==> src/rtl/if_stage_pkg.sv <==
// rtl/if_stage_pkg.sv - shared constants and types for the MiniMIPS32 fetch stage
package if_stage_pkg;

    localparam int          EXC_CODE_WIDTH = 5;
    localparam logic [4:0]  EC_NONE        = 5'h10;
    localparam logic [4:0]  EC_ADEL        = 5'h04;

    localparam logic        STOP           = 1'b1;
    localparam logic        NO_STOP        = 1'b0;

    localparam logic [31:0] RESET_VECTOR   = 32'hBFC0_0000;

    // Fetch FSM: issue request, wait for data, hold for IF/ID, drop a stale response
    typedef enum logic [1:0] {
        IF_REQ     = 2'd0,
        IF_WAIT    = 2'd1,
        IF_HOLD    = 2'd2,
        IF_DISCARD = 2'd3
    } if_state_t;

    // Instruction fetches must be word aligned
    function automatic logic is_misaligned(input logic [31:0] addr);
        return addr[1:0] != 2'b00;
    endfunction

endpackage

==> src/rtl/if_stage.sv <==
// rtl/if_stage.sv - instruction fetch stage: PC, single-outstanding SRAM fetch, delayed branch
module if_stage
    import if_stage_pkg::*;
#(
    parameter logic [31:0] RESET_PC = RESET_VECTOR
) (
    input  logic                      cpu_clk_75M,
    input  logic                      cpu_rst_n,
    input  logic [5:0]                stall,
    input  logic                      flush,
    input  logic [31:0]               flush_pc,
    input  logic                      id_branch_flag,
    input  logic [31:0]               id_branch_target,
    output logic                      iram_req,
    output logic [31:0]               iram_addr,
    input  logic                      iram_gnt,
    input  logic                      iram_rvalid,
    input  logic [31:0]               iram_rdata,
    output logic [31:0]               if_pc,
    output logic [31:0]               if_inst,
    output logic [EXC_CODE_WIDTH-1:0] exc_code_o,
    output logic [31:0]               exc_badvaddr_o,
    output logic                      stallreq_if
);

    if_state_t   r_state;
    if_state_t   w_next_state;

    logic [31:0] r_pc;
    logic [31:0] r_ibuf_inst;
    logic        r_ibuf_valid;
    logic        r_ibuf_exc;
    logic        r_pend_valid;
    logic [31:0] r_pend_target;

    logic        w_misaligned;
    logic        w_advance;
    logic [31:0] w_next_pc;
    logic        w_show;
    logic        w_unused_stall;

    // Only the PC-hold bit matters to this stage
    assign w_unused_stall = ^stall[5:1];

    assign w_misaligned = is_misaligned(r_pc);
    assign w_advance    = (r_state == IF_HOLD) && (stall[0] == NO_STOP) && !flush;

    // A branch arriving in the advance cycle redirects directly; otherwise a
    // previously latched branch wins over sequential flow
    assign w_next_pc = id_branch_flag ? id_branch_target :
                       r_pend_valid   ? r_pend_target    :
                                        r_pc + 32'd4;

    // State register
    always_ff @(posedge cpu_clk_75M or negedge cpu_rst_n) begin
        if (!cpu_rst_n) begin
            r_state <= IF_REQ;
        end else begin
            r_state <= w_next_state;
        end
    end

    // Next-state logic; a flush in WAIT must still swallow the in-flight response
    always_comb begin
        w_next_state = r_state;
        if (flush) begin
            case (r_state)
                IF_WAIT:    w_next_state = iram_rvalid ? IF_REQ : IF_DISCARD;
                IF_DISCARD: w_next_state = iram_rvalid ? IF_REQ : IF_DISCARD;
                default:    w_next_state = IF_REQ;
            endcase
        end else begin
            case (r_state)
                IF_REQ: begin
                    if (w_misaligned) begin
                        w_next_state = IF_HOLD;
                    end else if (iram_gnt) begin
                        w_next_state = IF_WAIT;
                    end
                end
                IF_WAIT: begin
                    if (iram_rvalid) begin
                        w_next_state = IF_HOLD;
                    end
                end
                IF_HOLD: begin
                    if (stall[0] == NO_STOP) begin
                        w_next_state = IF_REQ;
                    end
                end
                IF_DISCARD: begin
                    if (iram_rvalid) begin
                        w_next_state = IF_REQ;
                    end
                end
                default: w_next_state = IF_REQ;
            endcase
        end
    end

    // Outputs: nothing is shown while the buffer is empty or a flush is in progress
    always_comb begin
        w_show         = r_ibuf_valid && !flush;
        iram_req       = cpu_rst_n && (r_state == IF_REQ) && !w_misaligned && !flush;
        iram_addr      = r_pc;
        if_pc          = r_pc;
        if_inst        = w_show ? r_ibuf_inst : 32'd0;
        exc_code_o     = (w_show && r_ibuf_exc) ? EC_ADEL : EC_NONE;
        exc_badvaddr_o = (w_show && r_ibuf_exc) ? r_pc : 32'd0;
        stallreq_if    = !r_ibuf_valid;
    end

    // PC and instruction buffer
    always_ff @(posedge cpu_clk_75M or negedge cpu_rst_n) begin
        if (!cpu_rst_n) begin
            r_pc         <= RESET_PC;
            r_ibuf_inst  <= 32'd0;
            r_ibuf_valid <= 1'b0;
            r_ibuf_exc   <= 1'b0;
        end else if (flush) begin
            r_pc         <= flush_pc;
            r_ibuf_inst  <= 32'd0;
            r_ibuf_valid <= 1'b0;
            r_ibuf_exc   <= 1'b0;
        end else begin
            case (r_state)
                IF_REQ: begin
                    if (w_misaligned) begin
                        r_ibuf_inst  <= 32'd0;
                        r_ibuf_valid <= 1'b1;
                        r_ibuf_exc   <= 1'b1;
                    end
                end
                IF_WAIT: begin
                    if (iram_rvalid) begin
                        r_ibuf_inst  <= iram_rdata;
                        r_ibuf_valid <= 1'b1;
                        r_ibuf_exc   <= 1'b0;
                    end
                end
                IF_HOLD: begin
                    if (w_advance) begin
                        r_pc         <= w_next_pc;
                        r_ibuf_valid <= 1'b0;
                        r_ibuf_exc   <= 1'b0;
                    end
                end
                default: begin
                end
            endcase
        end
    end

    // Pending branch: latched until the delay slot advances
    always_ff @(posedge cpu_clk_75M or negedge cpu_rst_n) begin
        if (!cpu_rst_n) begin
            r_pend_valid  <= 1'b0;
            r_pend_target <= 32'd0;
        end else if (flush || w_advance) begin
            r_pend_valid  <= 1'b0;
        end else if (id_branch_flag) begin
            r_pend_valid  <= 1'b1;
            r_pend_target <= id_branch_target;
        end
    end

endmodule

==> config.mk <==
export PLATFORM = sky130hd
export DESIGN_NAME = if_stage
export DESIGN_NICKNAME = d
export VERILOG_FILES = /design/src/rtl/if_stage_pkg.sv /design/src/rtl/if_stage.sv
export SDC_FILE = /design/constraint.sdc
export NUM_CORES = 1
export LEC_CHECK = 0
export BUFFER_PORTS_ARGS = -buffer_cell sky130_fd_sc_hd__buf_4
export CAP_MARGIN = 5
export CELL_PAD_IN_SITES_DETAIL_PLACEMENT = 2
export CELL_PAD_IN_SITES_GLOBAL_PLACEMENT = 2
export CORE_AREA = 2 2 161 163
export DETAILED_ROUTE_END_ITERATION = 6
export DIE_AREA = 0 0 163 165
export PLACE_DENSITY_LB_ADDON = 0.1
export RECOVER_POWER = 50
export SETUP_SLACK_MARGIN = 0.02
export SLEW_MARGIN = 20
export SYNTH_ARGS = -nofsm -noshare
export SYNTH_HDL_FRONTEND = slang
export SYNTH_SLANG_ARGS = --single-unit
==> constraint.sdc <==
create_clock -name cpu_clk_75M -period 2.15 [get_ports cpu_clk_75M]
set_clock_uncertainty 0.05 [all_clocks]
set_input_delay 0.1075 -clock cpu_clk_75M [delete_from_list [all_inputs] [get_ports cpu_clk_75M]]
set_output_delay 0.1075 -clock cpu_clk_75M [all_outputs]
set_load 0.01 [all_outputs]
==> results.toml <==
[outcome]
run_status = "finished with violations"
violations = "capacitance limit, slew limit"

[final_layout]
layout_commonest_cell = "buf_4"
fillCellCount = 2779
final_util_pct = 38.32
seq_area_mm2 = 0.002539
area_growth_pct = 49.24
fin_nets = 1138
drive_above_1_share_pct = 33.01
fin_area_mm2 = 0.009594
multi_input_area_mm2 = 0.003311
diodes = 0
final_cells = 1360
final_cell_mix = "buf_4 (255), dfrtp_1 (92), dlygate4sd3_1 (66)"

[sta]
worst_slack_ns = 0.06716
drv_slew = 102
finalHoldViolations = 0
setup_violations = 0
min_period_ns = 2.083
relSlewSlack_pct = -1.669
fmax_ghz = 0.4801
worst_pin_slew_ns = 1.525
period_share_pct = 96.88
rsz0062_at_grt = "true"

[clocking]
ctsLongestPathBuffers = 2
clkTransAtPathRegs_ns = 0.08
post_cts_buffers = 0
htree_levels = 3
tritoncts.num_buffers = 9
cts.sinks = 101
worstSkewPairLatency_ns = 0.36
cts_tree = "done"
cts_root_buf = "clkbuf_16"

[floorplanning]
io_pins = 243
chipWidth_um = 163
die_h_um = 165
start_util_pct = 25.68
dieArea_mm2 = 0.02690
core_area_mm2 = 0.02504
num_rows = 58

[detailed_routing]
viasPerCell = 5.202
drtAntennaViolNets = 0
wl_per_cell_um = 21.63
route.detailed.drc = 0
drt_iter0_markers = 284
via_count = 7075
drtPass1Iterations = 4
detail_route.wirelength_mm = 29.42

[placed_design]
post_dp_cell_area_mm2 = 0.008747
dpl.hpwl_mm = 21.11
post-place-cells = 1278
pre_cts_slack_ns = -0.1218
io_buffers = 234
place.gp.congestion = 0.8370

[global_route]
antenna_found_initial = 0
grt_usage_pct = 22.02
grt_pass1_wl_mm = 46.06
grt_max_degree = 102
globalRouteOverflowTotal = 0
first_global_vias = 7788

[logic_synthesis]
avgSynthCellArea_um2 = 8.794
synth_edf_count = 0
syn_inst = 731
synth_warnings = 0
synth_cell_types = 65
synth_seq_area_share_pct = 39.49
synth_top_flop_cell = "dfrtp_1"
async_flop_share_pct = 100.0
syn_area_mm2 = 0.006429
synth_seq_cells = 101

[setup_path]
start_kind = "flop"
path_max_fanout = 6
critPathKind = "reg -> reg"
cp_data_required_time_ns = 2.37
worstPathArrival_ns = 2.30
endpoint_kind = "flop"
max_stage_delay_ns = 0.60
worstPathCellList = "ha_1 > nand4_1 > buf_4 > or4_1 > o31ai_2 > o2bb2ai_1"
critPathSlowestCell = "or4_1"

[pwr]
vdd_drop_max_v = 0.0003683
leakage_nw = 4.159
powerDensity_mw_per_mm2 = 865.6
power_mw = 8.305

[run]
drv_cap = 1

[worst_hold_path]
hold_class = "in -> reg"
report_power, final:
| part | internal [mW] | leakage (nW) | switching [mW] |
|---|---|---|---|
| Combinational | 1.50 | 2.74 | 2.04 |
| Clock | 1.16 | 0.173 | 0.852 |
| Sequential | 2.36 | 1.24 | 0.397 |
| Total | 5.02 | 4.16 | 3.29 |
metrics by stage:
step	hold WS, ns	setup TNS (ns)
global route	0.02046	-0.04519
detailed placement	0.2215	-3.423
finish	0.01072	0
global placement	0.2163	-0.2751
CTS	0.003535	0
floorplan	-0.2381	0
synth_stat cells, types with 7 or more instances:
cell type / number / area (um^2)
dfstp_2: 9 / 236.5
nor4_1: 8 / 50.05
or4_1: 8 / 60.06
clkbuf_1: 46 / 172.7
a31oi_1: 9 / 56.30
nand4_1: 13 / 81.33
a221o_1: 9 / 90.09
dfrtp_1: 92 / 2302
nor2b_1: 16 / 100.1
o21ai_0: 52 / 260.3
o31ai_1: 7 / 52.55
inv_1: 41 / 153.9
buf_2: 9 / 45.04
o211ai_1: 8 / 60.06
a221oi_1: 15 / 131.4
nand3_1: 49 / 245.2
mux2_2: 35 / 394.1
nand2b_1: 11 / 68.82
and3_1: 40 / 250.2
buf_4: 35 / 262.8
a21oi_1: 18 / 90.09
nor2_1: 28 / 105.1
nand2_1: 29 / 108.9
nor3_1: 40 / 200.2
state kept, by name (all words and copies together) (netlist names):
register and cells:
if_pc 32, r_ibuf_inst 32, r_pend_target 32, r_state 2, r_ibuf_exc 1, r_ibuf_valid 1
r_pend_valid 1
worst paths after layout:
kind	to	from	slack (ns)	cells past startpoint
setup / recovery	if_pc[16]$_DFFE_PN0P_	if_pc[2]$_DFFE_PN0P_	0.07	6
min in group asynchronous	r_pend_target[0]$_DFFE_PN0P_	cpu_rst_n	0.72	3
hold / removal	if_pc[6]$_DFFE_PN0P_	flush_pc[6]	0.01	3
max in group asynchronous	if_pc[13]$_DFFE_PN0P_	cpu_rst_n	0.37	3
setup reg to reg	if_pc[16]$_DFFE_PN0P_	if_pc[2]$_DFFE_PN0P_	0.07	6
hold reg to reg	r_pend_target[31]$_DFFE_PN0P_	r_pend_target[31]$_DFFE_PN0P_	0.47	1
logic make-up after synthesis:
kind of cell,Yosys count,share of synthesized area [%]
simple gates,269,23.14
compound gates,177,19.17
buf+inv,138,10.28
flops,101,39.49
mux,39,6.754
fa+ha+maj,5,0.9731
other cells,1,0.05833
xor+xnor,1,0.1363
worst max-delay path, delay by kind of cell (launching register included):
kind / cells / cell delay, ns
and+or+nand+nor: 2 / 0.74
DFF: 1 / 0.42
AOI/OAI and AO/OA: 2 / 0.39
adders and majority gates: 1 / 0.20
buffers and inverters: 1 / 0.20
area by class of cell:
type	count	share of cell area [%]
multi-input combinational	494	34.51
timing repair buffer	377	29.41
sequential	101	26.46
tap	330	4.304
clock buffer	9	2.347
inverter	42	1.643
clock inverter	7	1.330
what timing repair did:
action                                  in CTS  in global routing
hold endpoints to repair                   157                  0
resized for setup                            2                 10
cloned                                       0                  0
endpoints found under the setup margin      36                 73
pin swaps                                    0                  0
hold buffers                                66                  0
routing by layer:
metal,vias to the layer above,share of wire (%),track usage [%]
met5,-,0,0
met3,18,4.7,3.114
li1,3242,-,-
met1,3616,45,29.31
met4,0,1.0,4.183
met2,199,50,38.29
(Power assumes the default switching activity.)
